File: src/rtl/gt_serial.sv
// Bit-serial unsigned a > b comparator: LSB-first, one bit per cycle, valid/ready on both sides.
// Optional macro GT_SERIAL_EQ_EN adds an equality output (eq) tracked alongside gt.
module gt_serial #(
  parameter int unsigned WIDTH = 4
) (
  input  logic             clk,
  input  logic             rst_n,
  input  logic             in_valid,
  output logic             in_ready,
  input  logic [WIDTH-1:0] a,
  input  logic [WIDTH-1:0] b,
  output logic             out_valid,
  input  logic             out_ready,
  output logic             gt,
`ifdef GT_SERIAL_EQ_EN
  output logic             eq,
`endif
  output logic             busy
);

  localparam int unsigned CntW = (WIDTH > 1) ? $clog2(WIDTH) : 1;

  typedef enum logic [1:0] {StIdle, StRun, StDone} state_e;

  state_e            state_q, state_d;
  logic [WIDTH-1:0]  a_q, a_d, b_q, b_d;
  logic              carry_q, carry_d, carry_step;
  logic [CntW-1:0]   cnt_q, cnt_d;
  logic              gt_q, gt_d;
`ifdef GT_SERIAL_EQ_EN
  logic              eq_run_q, eq_run_d, eq_step;
  logic              eq_q, eq_d;
`endif

  // A bit where a and b differ overrides whatever the lower bits decided.
  assign carry_step = (a_q[0] & ~b_q[0]) | (~(~a_q[0] & b_q[0]) & carry_q);
`ifdef GT_SERIAL_EQ_EN
  assign eq_step    = eq_run_q & (a_q[0] ~^ b_q[0]);
`endif

  always_comb begin
    state_d = state_q;
    a_d     = a_q;
    b_d     = b_q;
    carry_d = carry_q;
    cnt_d   = cnt_q;
    gt_d    = gt_q;
`ifdef GT_SERIAL_EQ_EN
    eq_run_d = eq_run_q;
    eq_d     = eq_q;
`endif
    case (state_q)
      StIdle: begin
        if (in_valid) begin
          a_d     = a;
          b_d     = b;
          carry_d = 1'b0;
          cnt_d   = '0;
`ifdef GT_SERIAL_EQ_EN
          eq_run_d = 1'b1;
`endif
          state_d = StRun;
        end
      end
      StRun: begin
        carry_d = carry_step;
        a_d     = a_q >> 1;
        b_d     = b_q >> 1;
`ifdef GT_SERIAL_EQ_EN
        eq_run_d = eq_step;
`endif
        // Last bit: publish the result and hold the counter rather than wrap it.
        if (cnt_q == CntW'(WIDTH - 1)) begin
          gt_d    = carry_step;
`ifdef GT_SERIAL_EQ_EN
          eq_d    = eq_step;
`endif
          state_d = StDone;
        end else begin
          cnt_d = cnt_q + 1'b1;
        end
      end
      StDone: begin
        if (out_ready) state_d = StIdle;
      end
      default: state_d = StIdle;
    endcase
  end

  always_ff @(posedge clk or negedge rst_n) begin
    if (!rst_n) begin
      state_q <= StIdle;
      a_q     <= '0;
      b_q     <= '0;
      carry_q <= 1'b0;
      cnt_q   <= '0;
      gt_q    <= 1'b0;
`ifdef GT_SERIAL_EQ_EN
      eq_run_q <= 1'b0;
      eq_q     <= 1'b0;
`endif
    end else begin
      state_q <= state_d;
      a_q     <= a_d;
      b_q     <= b_d;
      carry_q <= carry_d;
      cnt_q   <= cnt_d;
      gt_q    <= gt_d;
`ifdef GT_SERIAL_EQ_EN
      eq_run_q <= eq_run_d;
      eq_q     <= eq_d;
`endif
    end
  end

  assign in_ready  = (state_q == StIdle);
  assign out_valid = (state_q == StDone);
  assign busy      = (state_q != StIdle);
  assign gt        = gt_q;
`ifdef GT_SERIAL_EQ_EN
  assign eq        = eq_q;
`endif

endmodule

File: config.mk
export PLATFORM = sky130hd
export DESIGN_NAME = gt_serial
export DESIGN_NICKNAME = d
export VERILOG_FILES = /design/src/rtl/gt_serial.sv
export SDC_FILE = /design/constraint.sdc
export NUM_CORES = 1
export LEC_CHECK = 0
export CAP_MARGIN = 10
export CELL_PAD_IN_SITES_DETAIL_PLACEMENT = 1
export CELL_PAD_IN_SITES_GLOBAL_PLACEMENT = 1
export CORE_ASPECT_RATIO = 1.4
export CORE_MARGIN = 2
export CORE_UTILIZATION = 38
export DETAILED_ROUTE_END_ITERATION = 16
export PLACE_DENSITY_LB_ADDON = 0.1
export SLEW_MARGIN = 20
export SYNTH_ARGS = -nofsm -noshare
export SYNTH_HDL_FRONTEND = slang
export SYNTH_SLANG_ARGS = --single-unit
File: constraint.sdc
create_clock -name clk -period 3.04 [get_ports clk]
set_clock_uncertainty 0.05 [all_clocks]
set_input_delay 0.608 -clock clk [delete_from_list [all_inputs] [get_ports clk]]
set_output_delay 0.608 -clock clk [all_outputs]
set_load 0.02 [all_outputs]
==> flow_metrics.py <==
metrics = {
    "cells_and_area": {
        "area_growth_pct": 23.1,
        "final_cells": 112,
        "finish.instance_area_sq_um": 881,
        "drive_gt1_frac": 0.0543,
        "antenna_cells": 0,
        "utilization": 0.495,
        "nets": 107,
    },
    "yosys": {
        "syn_avg_cell_area_sq_um": 9.18,
        "syn_inst": 78,
        "ys_ff_latch": 14,
        "synth.distinct_cells": 24,
        "syn-num-nets": 91,
        "synth_area_sq_um": 716,
        "yosys_warnings": 0,
        "synth-seq-area-share": 0.490,
    },
    "clock_tree": {
        "cts_hold_buf": 0,
        "clk-insertion-delay-late_ns": 0.26,
        "cts_made_buffers": 3,
        "cts.repair.resized": 0,
        "clock_path_buffers": 2,
        "htreeDepth": 1,
        "cts_root_buffer": "clkbuf_4",
        "cts_setup_buffers": 0,
        "clk_pin_slew_ns": 0.08,
        "cts_tree": "yes",
        "cts.sinks": 14,
    },
    "drt": {
        "viasPerCell": 5.39,
        "drcViolationCount": 0,
        "drtIter0Drc": 10,
        "vias": 604,
        "totalWireLength_mm": 1.50,
        "ant_nets": 0,
        "wire_per_inst_um": 13.4,
        "drt-pass1-iter-count": 3,
    },
    "critical_path": {
        "critical_path.max_fanout": 14,
        "crit_chain": "inv_1 > nor2_1 > clkdlybuf4s50_1",
        "crit_required_ns": 2.38,
        "critPathMaxStageDelay_ns": 0.61,
        "startpoint_type": "flop",
        "cp-end-kind": "output port",
        "critical_path_class": "flop to output port",
        "critPathTopFamily": "buffers and inverters",
        "worstPathArrival_ns": 1.78,
        "cp.buffers_inverters": 2,
        "crit_slowest_cell": "clkdlybuf4s50_1",
    },
    "floorplan": {
        "core_area_sq_um": 1780,
        "die_area_sq_um": 2250,
        "fp.dieH_um": 55.4,
        "initial_core_util": 0.402,
        "row_count": 18,
        "die_w_um": 40.7,
        "ios": 16,
    },
    "place": {
        "port_buffers": 15,
        "dp.cells": 109,
        "hpwl_mm": 1.14,
        "placed_area_sq_um": 858,
        "gp_congestion": 0.643,
        "dp_slack_ns": 0.879,
    },
    "timing": {
        "finalMaxSlewViolations": 0,
        "relSlewSlack": 0.575,
        "fin_crit_ns": 2.44,
        "hold_slack_ns": 0.432,
        "fin_ws_ns": 0.605,
        "period_share": 0.801,
        "setup_viol": 0,
        "setup_tns_ns": 0,
        "fmax_ghz": 0.411,
        "max_slew.worst_pin.slew_ns": 0.636,
        "rsz0062_at_grt": "false",
        "final_hold_viol_count": 0,
    },
    "status": {
        "status": "finished clean",
    },
    "power": {
        "cellLeakagePower_nw": 0.378,
        "power_density_nw_per_um2": 894,
        "vdd_drop_max_mv": 0.486,
        "p_total_uw": 787,
    },
    "global_route": {
        "grtUsageTotal": 0.152,
        "grt_max_degree": 20,
        "grt_pass1_wl_mm": 2.47,
        "antenna_found_initial": 0,
        "grt_pass1_vias": 588,
        "overflow": 0,
    },
    "hold_path": {
        "hp-class": "flop to flop",
    },
    "job": {
        "cap_violations": 0,
    },
}
-- report_power, final --
| part | internal (mW) | switching [mW] |
|---|---|---|
| clock | 0.0457 | 0.0518 |
| sequential | 0.263 | 0.0907 |
| combinational | 0.163 | 0.173 |
-- cell usage in the layout (no fill, tap or decap), types with 3 or more instances in the layout --
cell type / netlist / layout
nand2_1: 10 / 10
and2_1: 6 / 6
o21ai_0: 4 / 4
o21ai_1: 6 / 6
dfrtp_1: 14 / 14
a21oi_1: 3 / 3
clkbuf_4: 0 / 3
nor2_1: 3 / 3
clkdlybuf4s50_1: 0 / 15
a31oi_1: 6 / 6
inv_1: 6 / 6
-- cell usage after synthesis --
master    number  share of area
dfrtp_1       14           0.49
a31oi_1        6          0.052
and2b_1        1          0.010
nand3_1        1         0.0070
nand4_1        2          0.017
nor2_1         3          0.016
o21bai_2       1          0.016
and2_1         6          0.052
buf_6          2          0.031
o21ai_0        4          0.028
o21ai_1        6          0.042
a21o_1         1          0.010
nand2_1       10          0.052
a21oi_1        3          0.021
buf_2          2          0.014
nand2b_1       2          0.017
ha_1           1          0.017
nor2b_1        2          0.017
inv_1          6          0.031
o311ai_1       1          0.012
nand3b_1       1          0.010
a211oi_1       1          0.010
a21oi_2        1          0.012
o31ai_1        1          0.010
-- cell type report --
type	instances	area, sq um
clock buffers	3	22.5
inverters	6	22.5
well taps	20	25.0
fillers	219	898
flip-flops and latches	14	350
multi-input cells	54	310
repair buffers	15	150
-- tightest hold or removal path, stage by stage, from the launching register on --
cell     delay, ns
dfrtp_1       0.34
nand2_1       0.05
o21ai_0       0.06
-- state kept, by name, summed over array words and instances (netlist names) --
signal and flops:
gt 1, cnt_q 2, carry_q 1, state_q 2
b_q 4, a_q 4
-- path summary, 6_finish.rpt --
kind | from | end | slack [ns] | cells past startpoint
worst max-delay path | state_q[1] | out_valid | 0.60 | 3
min in group asynchronous | rst_n | carry_q | 0.68 | 1
max in group asynchronous | rst_n | b_q[3] | 1.85 | 1
worst min register to register | b_q[2] | b_q[2] | 0.43 | 2
worst min-delay path | b_q[2] | b_q[2] | 0.43 | 2
worst max register to register | state_q[0] | gt | 1.61 | 3
-- logic make-up (layout without fill, tap and decap cells) --
| family | Yosys count | in the layout | synth area share |
|---|---|---|---|
| buffers and inverters | 10 | 24 | 0.0769 |
| adder cells (fa/ha/maj) | 1 | 1 | 0.0175 |
| flip-flops | 14 | 14 | 0.490 |
| AO/OA/AOI/OAI | 25 | 25 | 0.215 |
| AND/OR/NAND/NOR | 28 | 28 | 0.201 |
-- per-layer routing --
layer | vias up | GRT usage | part of all wire
met2 | 8 | 0.234 | 0.49
met1 | 296 | 0.205 | 0.47
met4 | 0 | 0.0571 | 0.011
li1 | 298 | - | -
met5 | - | 0 | 0
met3 | 2 | 0.0241 | 0.026
Note: power is estimated with default switching activity, not from simulation.
